[config.mk]
export PLATFORM = sky130hd
export DESIGN_NAME = sfp_seq
export DESIGN_NICKNAME = d
export VERILOG_FILES = /design/src/rtl/sfp_pkg.sv /design/src/rtl/sfp_seq_rx.sv /design/src/rtl/sfp_seq.sv
export SDC_FILE = /design/constraint.sdc
export NUM_CORES = 1
export LEC_CHECK = 0
export CAP_MARGIN = 30
export CORE_UTILIZATION = 41
export CTS_BUF_LIST = sky130_fd_sc_hd__clkbuf_4
export DETAILED_ROUTE_END_ITERATION = 6
export PLACE_DENSITY = 0.68
export SLEW_MARGIN = 20
export SYNTH_ARGS = -nofsm -noshare
export SYNTH_HDL_FRONTEND = slang
export SYNTH_SLANG_ARGS = --single-unit
[constraint.sdc]
create_clock -name clk -period 4.9 [get_ports clk]
set_input_delay 1.47 -clock clk [delete_from_list [all_inputs] [get_ports clk]]
set_output_delay 1.47 -clock clk [all_outputs]
set_load 0.005 [all_outputs]
[src/rtl/sfp_pkg.sv]
// Shared types and constants for the softmax-row sequencer.
package sfp_pkg;

   typedef enum logic [2:0] {
      ST_IDLE  = 3'd0,
      ST_ACC   = 3'd1,
      ST_DRAIN = 3'd2,
      ST_DIV   = 3'd3,
      ST_FLUSH = 3'd4,
      ST_DONE  = 3'd5
   } state_e;

   localparam logic [1:0] SFP_NOP = 2'b00;
   localparam logic [1:0] SFP_ACC = 2'b01;
   localparam logic [1:0] SFP_DIV = 2'b10;

   localparam int unsigned DRAIN_LEN = 2;

endpackage

[src/rtl/sfp_seq_rx.sv]
// Remote-sum puller: pops the partner core's sum FIFO at most every other cycle
// and counts the sums that have landed in the local FIFO.
module sfp_seq_rx #(
   parameter int NROW = 8,
   parameter int CW   = 5
) (
   input  logic          clk,
   input  logic          reset,
   input  logic          clr_i,
   input  logic          run_i,
   input  logic          ext_empty_i,
   output logic          ext_rd_o,
   output logic          wr_sum_o,
   output logic [CW-1:0] rx_cnt_o
);

   localparam logic [CW-1:0] NROW_C = CW'(NROW);

   logic          ext_rd_q;
   logic          wr_sum_q;
   logic [CW-1:0] pop_cnt_q;
   logic [CW-1:0] rx_cnt_q;
   logic          pop_d;

   // Pops are counted when issued so a sum still in flight cannot cause an extra pop.
   always_comb begin
      pop_d = 1'b0;
      if (!ext_empty_i && !ext_rd_q) begin
         if (clr_i) begin
            pop_d = 1'b1;
         end else if (run_i && (pop_cnt_q < NROW_C)) begin
            pop_d = 1'b1;
         end else begin
            pop_d = 1'b0;
         end
      end else begin
         pop_d = 1'b0;
      end
   end

   // Pop strobe, its one-cycle-late FIFO write, and the landed-sum count.
   always_ff @(posedge clk or posedge reset) begin
      if (reset) begin
         ext_rd_q  <= 1'b0;
         wr_sum_q  <= 1'b0;
         pop_cnt_q <= {CW{1'b0}};
         rx_cnt_q  <= {CW{1'b0}};
      end else begin
         ext_rd_q <= pop_d;
         wr_sum_q <= ext_rd_q;
         if (clr_i) begin
            pop_cnt_q <= {{(CW-1){1'b0}}, pop_d};
            rx_cnt_q  <= {CW{1'b0}};
         end else begin
            pop_cnt_q <= pop_cnt_q + {{(CW-1){1'b0}}, pop_d};
            rx_cnt_q  <= rx_cnt_q + {{(CW-1){1'b0}}, wr_sum_q};
         end
      end
   end

   assign ext_rd_o = ext_rd_q;
   assign wr_sum_o = wr_sum_q;
   assign rx_cnt_o = rx_cnt_q;

endmodule

[src/rtl/sfp_seq.sv]
// Sequencer for one sfp_row: accumulate pass, drain, divide pass gated by partner sums.
// Optional DIV-stall timeout is built when SFP_SEQ_TIMEOUT_EN is defined.
module sfp_seq
   import sfp_pkg::*;
#(
   parameter int NROW = 8,
   parameter int AW   = 4,
   parameter int TO_W = 8
) (
   input  logic          clk,
   input  logic          reset,
   input  logic          start,
   input  logic [AW-1:0] rd_base,
   input  logic [AW-1:0] wr_base,
   input  logic          ext_empty,
   output logic          ext_rd,
   output logic          wr_sum,
   output logic          mem_rd,
   output logic [AW-1:0] mem_addr,
   output logic [1:0]    sfp_inst,
   output logic          out_wr,
   output logic [AW-1:0] out_addr,
   output logic          busy,
   output logic          done,
   output logic          err
);

   localparam int CW = AW + 1;
   localparam logic [CW-1:0] NROW_LAST = CW'(NROW - 1);
   localparam logic [1:0]    DRAIN_LAST = 2'(DRAIN_LEN - 1);

   state_e        state_q;
   logic [AW-1:0] rd_base_q, wr_base_q;
   logic [CW-1:0] rd_cnt_q;
   logic [AW-1:0] div_cnt_q;
   logic [1:0]    drain_q;
   logic          mem_rd_q, out_wr_q, busy_q, done_q;
   logic [AW-1:0] mem_addr_q, out_addr_q;
   logic [1:0]    rd_op_q, inst_q;
   logic [CW-1:0] rx_cnt;
   logic          start_ok_d, run_d, issue_d;
`ifdef SFP_SEQ_TIMEOUT_EN
   localparam logic [TO_W-1:0] TO_LAST = {{(TO_W-1){1'b1}}, 1'b0};
   logic [TO_W-1:0] to_cnt_q;
   logic            err_q;
`endif

   // Row r of the divide pass needs the registered count of landed partner sums to exceed r.
   always_comb begin
      start_ok_d = (state_q == ST_IDLE) && start;
      run_d      = (state_q == ST_ACC) || (state_q == ST_DRAIN) || (state_q == ST_DIV);
      issue_d    = (state_q == ST_DIV) && (rx_cnt > rd_cnt_q);
   end

   sfp_seq_rx #(.NROW(NROW), .CW(CW)) u_rx (
      .clk        (clk),
      .reset      (reset),
      .clr_i      (start_ok_d),
      .run_i      (run_d),
      .ext_empty_i(ext_empty),
      .ext_rd_o   (ext_rd),
      .wr_sum_o   (wr_sum),
      .rx_cnt_o   (rx_cnt)
   );

   // Tile FSM with its counters and every registered output.
   always_ff @(posedge clk or posedge reset) begin
      if (reset) begin
         state_q    <= ST_IDLE;
         rd_base_q  <= {AW{1'b0}};
         wr_base_q  <= {AW{1'b0}};
         rd_cnt_q   <= {CW{1'b0}};
         div_cnt_q  <= {AW{1'b0}};
         drain_q    <= 2'b00;
         mem_rd_q   <= 1'b0;
         mem_addr_q <= {AW{1'b0}};
         rd_op_q    <= SFP_NOP;
         inst_q     <= SFP_NOP;
         out_wr_q   <= 1'b0;
         out_addr_q <= {AW{1'b0}};
         busy_q     <= 1'b0;
         done_q     <= 1'b0;
`ifdef SFP_SEQ_TIMEOUT_EN
         to_cnt_q   <= {TO_W{1'b0}};
         err_q      <= 1'b0;
`endif
      end else begin
         mem_rd_q <= 1'b0;
         done_q   <= 1'b0;
         inst_q   <= mem_rd_q ? rd_op_q : SFP_NOP;
         out_wr_q <= (inst_q == SFP_DIV);
         if (inst_q == SFP_DIV) begin
            out_addr_q <= wr_base_q + div_cnt_q;
            div_cnt_q  <= div_cnt_q + 1'b1;
         end
         case (state_q)
            ST_IDLE: begin
               if (start_ok_d) begin
                  rd_base_q  <= rd_base;
                  wr_base_q  <= wr_base;
                  div_cnt_q  <= {AW{1'b0}};
                  drain_q    <= 2'b00;
                  rd_cnt_q   <= {{(CW-1){1'b0}}, 1'b1};
                  mem_rd_q   <= 1'b1;
                  mem_addr_q <= rd_base;
                  rd_op_q    <= SFP_ACC;
                  busy_q     <= 1'b1;
                  state_q    <= (NROW_LAST == {CW{1'b0}}) ? ST_DRAIN : ST_ACC;
`ifdef SFP_SEQ_TIMEOUT_EN
                  to_cnt_q   <= {TO_W{1'b0}};
                  err_q      <= 1'b0;
`endif
               end
            end
            ST_ACC: begin
               mem_rd_q   <= 1'b1;
               mem_addr_q <= rd_base_q + rd_cnt_q[AW-1:0];
               rd_op_q    <= SFP_ACC;
               rd_cnt_q   <= rd_cnt_q + 1'b1;
               if (rd_cnt_q == NROW_LAST) begin
                  state_q <= ST_DRAIN;
               end
            end
            ST_DRAIN: begin
               if (drain_q == DRAIN_LAST) begin
                  rd_cnt_q <= {CW{1'b0}};
                  state_q  <= ST_DIV;
               end else begin
                  drain_q <= drain_q + 1'b1;
               end
            end
            ST_DIV: begin
               if (issue_d) begin
                  mem_rd_q   <= 1'b1;
                  mem_addr_q <= rd_base_q + rd_cnt_q[AW-1:0];
                  rd_op_q    <= SFP_DIV;
                  rd_cnt_q   <= rd_cnt_q + 1'b1;
`ifdef SFP_SEQ_TIMEOUT_EN
                  to_cnt_q   <= {TO_W{1'b0}};
`endif
                  if (rd_cnt_q == NROW_LAST) begin
                     state_q <= ST_FLUSH;
                  end
               end else begin
`ifdef SFP_SEQ_TIMEOUT_EN
                  // Give up on the remaining rows once the stall run hits the limit.
                  if (to_cnt_q == TO_LAST) begin
                     err_q   <= 1'b1;
                     done_q  <= 1'b1;
                     state_q <= ST_DONE;
                  end else begin
                     to_cnt_q <= to_cnt_q + 1'b1;
                  end
`endif
               end
            end
            ST_FLUSH: begin
               // The last row's write is on the port once nothing remains upstream of it.
               if (!mem_rd_q && (inst_q == SFP_NOP)) begin
                  done_q  <= 1'b1;
                  state_q <= ST_DONE;
               end
            end
            ST_DONE: begin
               busy_q  <= 1'b0;
               state_q <= ST_IDLE;
            end
            default: begin
               busy_q  <= 1'b0;
               state_q <= ST_IDLE;
            end
         endcase
      end
   end

   assign mem_rd   = mem_rd_q;
   assign mem_addr = mem_addr_q;
   assign sfp_inst = inst_q;
   assign out_wr   = out_wr_q;
   assign out_addr = out_addr_q;
   assign busy     = busy_q;
   assign done     = done_q;
`ifdef SFP_SEQ_TIMEOUT_EN
   assign err      = err_q;
`else
   assign err      = 1'b0;
`endif

endmodule

==> implementation parameters, run 1 <==
Parameter                              Value

Place
  Gp weighted congestion    0.7947
  Estimated wirelength of the detail-placed design    ~3300 um
  Dpl cell area    slightly below 0.003 mm2
  Worst slack after detailed placement    about 1400 ps
  I/O Buffers    27

Setup path
  Crit path max fanout    4
  Endpoint required time on the critical path    5150 ps
  Type of element launching the critical path    primary input
  Endpoint kind of the worst setup timing path    flip-flop
  WP data arrival    between 3000 and 4000 ps
  Startpoint-to-endpoint class of the critical path    primary input to flip-flop

Timing
  Total Neg Setup Slack    0 ps
  Unrepaired setup endpoints after global routing    no
  Setup slack of the critical path after layout    approximately 1800 ps
  Crit path time final    3082 ps
  Final max-slew violation count    0
  Period utilization    62.90%
  Maximum clock frequency    between 300 and 400 MHz
  Worst setup skew after layout    about 16 ps
  Actual slew at the worst max-slew pin    between 500 and 600 ps
  Setup-failing EPs final    0
  Total count of hold-check failures in the final report    0
  Remaining max-slew budget at the tightest pin    62.08%

Floorplanning
  Die Footprint    0.006598 mm2
  Horiz. Die Dim    approximately 81 um
  Count of boundary I/O pins    29
  Die Y-Extent    between 80 and 90 um
  Row Count    28
  Starting density of the core    about 43%
  Area of the core region    0.005991 mm2

Power and ir drop
  Internal cell power    1.095 mW
  Static power due to leakage    1.400 nW
  Switching share of power    a little under 40%
  Sequential group share of total power    just over 40%
  Combinational power share    48.6%
  VDD IR-drop max    ~0.00031 V
  Clock power frac    around a tenth
  Net Sw Power    0.6834 mW
  Overall power of the completed layout    around 1.8 mW
  Ratio of total power to cell area    roughly 600 mW/mm2

Synth
  Net count of the mapped netlist    283
  Area of the mapped netlist    0.002574 mm2
  Avg Synthesized Cell Area    approximately 10 um2
  Sequential fraction of the synthesis area    approximately half
  Area fraction of the dominant cell type after synthesis    around half
  Synthesized instance count    ~250
  Post-synth top area cell    sky130_fd_sc_hd__dfrtp_1
  Flip-flop and latch count after synthesis    50
  Top cells by area, synth    sky130_fd_sc_hd__dfrtp_1 49%, sky130_fd_sc_hd__ha_1 8.8%, sky130_fd_sc_hd__nand2_1 5.5%
  Synthesis Warnings    0
  Synth unique cells    43

Global route
  Remaining global-route overflow    0
  Antenna violations before repair    0
  GR Util All Layers    16.00%
  Wire length of the first global-routing pass    about 8100 um
  Maximum number of pins on one net before global-route repair    30
  Vias in the first global route    approximately 1,800

Clock tree
  Clock buffers created by TritonCTS    5
  Sinks on Clock Net    50
  Postcts setup bufs    0
  Clock latency on the worst-skew pair    360 ps
  Buffer type at the clock tree root    sky130_fd_sc_hd__clkbuf_4
  H-tree Lvls    2
  TritonCTS clock tree    built
  Clock-pin transition on the worst setup and hold timing paths    ~130 ps
  Clock tree buffer depth    2
  Post-cts sizing count    0
  Post-cts hold buffer count    0

Routing
  Final ANT Viol Nets    0
  Detailed-route vias per instance    slightly above 5
  Remaining design rule violation count    0
  Total length of routed wires    approximately 4500 um
  Number of vias after detailed routing    approximately 1,800
  First-iteration detailed-routing DRC count    73
  TritonRoute pass-1 iters    4
  Detail-routed net length per standard cell    between 10 and 15 um

Run
  Number of maximum-capacitance constraint violations    0

Status
  Status    complete, no violations

Layout
  Cell area after layout    roughly 0.0030 mm2
  Most common library cell in the layout ignoring fill and taps    sky130_fd_sc_hd__dfrtp_1
  Fraction of layout instances using a drive strength above 1    a little under 7%
  Antenna Diode Count    0
  Number of nets in the layout    308
  Total of fill cells in the finished design    about 540
  Fraction of the core area covered by cells at the end of the flow    between 40% and 50%
  Area grow syn2layout    14.68%
  Most used cells in the layout excluding fill and tap cells    50 x sky130_fd_sc_hd__dfrtp_1, 38 x sky130_fd_sc_hd__nand2_1, 27 x sky130_fd_sc_hd__clkdlybuf4s50_1

Min path
  Class of the most critical hold timing path    flip-flop to flip-flop
flip-flops by register name, indices dropped and copies added, names as in the netlist, 4 cells and up:
signal	cells
div_cnt_q	4
mem_addr	4
out_addr	4
rd_base_q	4
rd_cnt_q	5
u_rx.pop_cnt_q	5
u_rx.rx_cnt_o	5
wr_base_q	4
layout make-up:
cell class                      instances  area (um2)  area share, %
Tap cell                               75       93.84          3.179
Clock inverter                          3       16.27         0.5511
Sequential cell                        50        1251          42.39
Multi-Input combinational cell        176        1202          40.74
Inverter                               14       52.55          1.780
Clock buffer                            5       37.54          1.272
Timing Repair Buffer                   29       297.8          10.09
critical path, stage by stage:
cell	delay (ps)
sky130_fd_sc_hd__clkdlybuf4s50_1	520
sky130_fd_sc_hd__nand2_1	90
sky130_fd_sc_hd__a2111oi_0	530
sky130_fd_sc_hd__ha_1	270
sky130_fd_sc_hd__ha_1	180
sky130_fd_sc_hd__nand3_1	90
sky130_fd_sc_hd__xor2_1	130
sky130_fd_sc_hd__nor2_1	50
through the flow:
| step | hold slack (ps) | cells |
|---|---|---|
| CTS | 461.7 | 352 |
| global route | 484.3 | 352 |
| finish | 452.4 | 352 |
| floorplan | 411.6 | 251 |
| detailed placement | 415.0 | 344 |
| global placement | 420.4 | 343 |
layer usage:
metal	part of all wire [%]	vias to the layer above	track usage (%)	wire length, um
met5	0	-	0	0
met1	51	824	21.52	2287
met3	3.6	7	3.258	164
met4	1.2	0	4.821	53
li1	-	901	-	-
met2	45	37	25.88	2010
cell families after synthesis:
group           count (synthesis)  share of synthesized area (%)
other cells                     1                         0.1457
fa+ha+maj                      20                          10.31
mux                             8                          3.986
compound gates                 40                          9.821
flops                          50                          48.61
xor+xnor                       15                          5.105
buf+inv                        25                          4.667
simple gates                   92                          17.36
synthesized netlist by cell type, drive strengths merged:
cell type,instances
and4,1
nor4b,1
nor2,18
ha,18
dfrtp,50
mux2,6
o31ai,1
or2,1
nand3b,3
a211oi,2
nor4bb,1
o21ai,17
clkbuf,7
or3,4
nand3,9
a21oi,6
inv,13
and3,3
a32o,1
o22ai,1
o221ai,1
xnor2,7
o21a,2
conb,1
nand2,38
o311ai,1
nand2b,4
a211o,1
mux2i,2
fa,2
clkinv,1
a221o,1
xor2,8
and2,5
a2111oi,1
nor3,2
nand4,2
a21o,5
buf,4
path summary, 6_finish.rpt:
check	end	start	slack (ps)	cells past startpoint
setup / recovery	u_rx.pop_cnt_q[4]$_DFF_PP0_	start	1820	8
hold / removal	u_rx.wr_sum_o$_DFF_PP0_	u_rx.ext_rd_o$_DFF_PP0_	450	0
setup reg to reg	u_rx.pop_cnt_q[4]$_DFF_PP0_	state_q[0]$_DFFE_PP0P_	2250	8
hold reg to reg	u_rx.wr_sum_o$_DFF_PP0_	u_rx.ext_rd_o$_DFF_PP0_	450	0
max in group asynchronous	u_rx.rx_cnt_o[2]$_DFF_PP0_	reset	2950	3
min in group asynchronous	rd_base_q[1]$_DFFE_PP0P_	reset	1440	2
power groups by stage:
stage          Sequential [mW]  Combinational [mW]  Clock, mW
2_1_floorplan            0.693               0.687          0
3_3_place_gp             0.739               0.845          0
3_5_place_dp             0.744               0.870          0
4_1_cts                  0.734               0.876      0.191
5_1_grt                  0.763               0.999      0.207
6_report                 0.734               0.863      0.181
Note: power is estimated with default switching activity, not from simulation.
==> inputs of run 2 (changes only) <==
==> constraint.sdc (replaced) <==
create_clock -name clk -period 3.18 [get_ports clk]
set_input_delay 0.954 -clock clk [delete_from_list [all_inputs] [get_ports clk]]
set_output_delay 0.954 -clock clk [all_outputs]
set_load 0.005 [all_outputs]
==> implementation parameters, run 2 (synthesis gave the netlist of run 1 again) <==
Parameter                              Value

Status
  Status    complete, no violations

Floorplanning
  Row Count    28
  Die Footprint    0.006598 mm2
  Area of the core region    0.005991 mm2
  Starting density of the core    42.96%
  Horiz. Die Dim    between 80 and 90 um
  Die Y-Extent    just over 80 um
  Count of boundary I/O pins    29

Routing
  Number of vias after detailed routing    about 1,800
  TritonRoute pass-1 iters    4
  Detailed-route vias per instance    a little over 5
  Remaining design rule violation count    0
  Final ANT Viol Nets    0
  Detail-routed net length per standard cell    roughly 13 um
  Total length of routed wires    4619 um
  First-iteration detailed-routing DRC count    43

Place
  I/O Buffers    27
  Dpl cell area    about 0.0029 mm2
  Estimated wirelength of the detail-placed design    around 3400 um
  Gp weighted congestion    between 0.7 and 0.8

Global route
  Remaining global-route overflow    0
  Maximum number of pins on one net before global-route repair    21
  Vias in the first global route    ~1,700
  Antenna violations before repair    0
  GR Util All Layers    roughly 16%
  Wire length of the first global-routing pass    8017 um

Timing
  Final max-slew violation count    0
  Unrepaired setup endpoints after global routing    no
  Remaining max-slew budget at the tightest pin    between 60% and 70%
  Total count of hold-check failures in the final report    0
  Worst setup skew after layout    roughly 14 ps
  Period utilization    between 80% and 90%
  Total Neg Setup Slack    0 ps
  Maximum clock frequency    388.3 MHz
  Crit path time final    between 2000 and 3000 ps
  Setup-failing EPs final    0
  Actual slew at the worst max-slew pin    between 500 and 600 ps
  Worst hold slack    ~460 ps

Clock tree
  Clock latency on the worst-skew pair    ~380 ps
  Postcts setup bufs    0
  Clock-pin transition on the worst setup and hold timing paths    about 140 ps
  Sinks on Clock Net    50
  Clock buffers created by TritonCTS    5
  TritonCTS clock tree    built
  Post-cts sizing count    0
  Post-cts hold buffer count    0
  Clock tree buffer depth    2
  H-tree Lvls    2
  Buffer type at the clock tree root    sky130_fd_sc_hd__clkbuf_4

Setup path
  Endpoint kind of the worst setup timing path    flip-flop
  Crit path max fanout    4
  Startpoint-to-endpoint class of the critical path    primary input to flip-flop
  Endpoint required time on the critical path    approximately 3500 ps
  Setup slack, reg-to-reg    ~730 ps
  Type of element launching the critical path    primary input
  WP data arrival    2890 ps

Layout
  Most common library cell in the layout ignoring fill and taps    sky130_fd_sc_hd__dfrtp_1
  Most used cells in the layout excluding fill and tap cells    50 x sky130_fd_sc_hd__dfrtp_1, 38 x sky130_fd_sc_hd__nand2_1, 27 x sky130_fd_sc_hd__clkdlybuf4s50_1
  Antenna Diode Count    0
  Cell area after layout    just under 0.003 mm2
  Area grow syn2layout    15.90%
  Number of nets in the layout    310
  Fraction of layout instances using a drive strength above 1    between 7 and 8%

Power and ir drop
  Net Sw Power    approximately 1.1 mW
  Switching share of power    ~37%
  Ratio of total power to cell area    between 900 and 1000 mW/mm2
  Sequential group share of total power    around two fifths
  VDD IR-drop max    about 0.00046 V
  Combinational power share    48.0%
  Internal cell power    approximately 1.8 mW
  Clock power frac    between 10% and 20%
  Static power due to leakage    about 1.4 nW

Min path
  Class of the most critical hold timing path    flip-flop to flip-flop

Run
  Number of maximum-capacitance constraint violations    0
## run 2: changes by cell type in the layout (fill, tap and decap cells not counted)
cell                        previous run  this run
sky130_fd_sc_hd__buf_12                1         0
sky130_fd_sc_hd__clkinv_1              2         1
sky130_fd_sc_hd__clkinv_2              1         0
sky130_fd_sc_hd__buf_4                 1         4
sky130_fd_sc_hd__bufinv_16             0         1
sky130_fd_sc_hd__clkbuf_4              5         6
## run 2: final cells by class
| type | count | area (um2) |
|---|---|---|
| fillers | 563 | 3008 |
| inverters | 14 | 52.55 |
| clock inverters | 2 | 37.54 |
| well taps | 75 | 93.84 |
| clock buffers | 6 | 45.04 |
| multi-input cells | 176 | 1202 |
| repair buffers | 31 | 300.3 |
| flip-flops and latches | 50 | 1251 |
## run 2: stage by stage
| step | std cells | util [%] | setup WS [ps] | power [mW] |
|---|---|---|---|---|
| 6_report | 354 | 49.79 | 604.6 | 2.861 |
| 5_1_grt | 354 | 49.79 | 339.8 | 3.142 |
| 4_1_cts | 354 | 49.79 | 586.6 | 2.898 |
| 3_5_place_dp | 346 | 48.41 | 176.0 | 2.501 |
| 3_3_place_gp | 346 | 48.41 | 254.2 | 2.454 |
| 2_1_floorplan | 251 | - | 905.9 | 2.126 |
## run 2: power by group through the flow
stage	clock network, mW	registers [mW]	logic (mW)
after floorplan	0	1.07	1.06
after global placement	0	1.11	1.34
after detailed placement	0	1.12	1.38
after CTS	0.399	1.11	1.39
after global routing	0.423	1.14	1.58
final	0.385	1.10	1.37
## run 2: final timing paths
path / start / to / cells after the start
setup / recovery: start / u_rx.pop_cnt_q[4]$_DFF_PP0_ / 8
max in group asynchronous: reset / u_rx.rx_cnt_o[2]$_DFF_PP0_ / 3
hold reg to reg: u_rx.ext_rd_o$_DFF_PP0_ / u_rx.wr_sum_o$_DFF_PP0_ / 0
setup reg to reg: state_q[1]$_DFFE_PP0P_ / u_rx.pop_cnt_q[4]$_DFF_PP0_ / 8
min in group asynchronous: reset / mem_addr[2]$_DFFE_PP0P_ / 2
hold / removal: u_rx.ext_rd_o$_DFF_PP0_ / u_rx.wr_sum_o$_DFF_PP0_ / 0
## run 2: layer usage
layer	vias to the layer above	routed length [um]	share of wire (%)	GRT usage (%)
met5	-	0	0	0
met4	0	90	1.9	6.250
met3	10	173	3.7	3.596
met2	35	2030	44	26.39
met1	850	2325	50	21.21
li1	900	-	-	-
## run 2: worst max-delay path, cell delays in order
cell and delay, ps:
sky130_fd_sc_hd__clkdlybuf4s50_1 520, sky130_fd_sc_hd__nand2_1 90, sky130_fd_sc_hd__a2111oi_0 510, sky130_fd_sc_hd__ha_1 280, sky130_fd_sc_hd__ha_1 200, sky130_fd_sc_hd__nand3_1 100
sky130_fd_sc_hd__xor2_1 140, sky130_fd_sc_hd__nor2_1 90
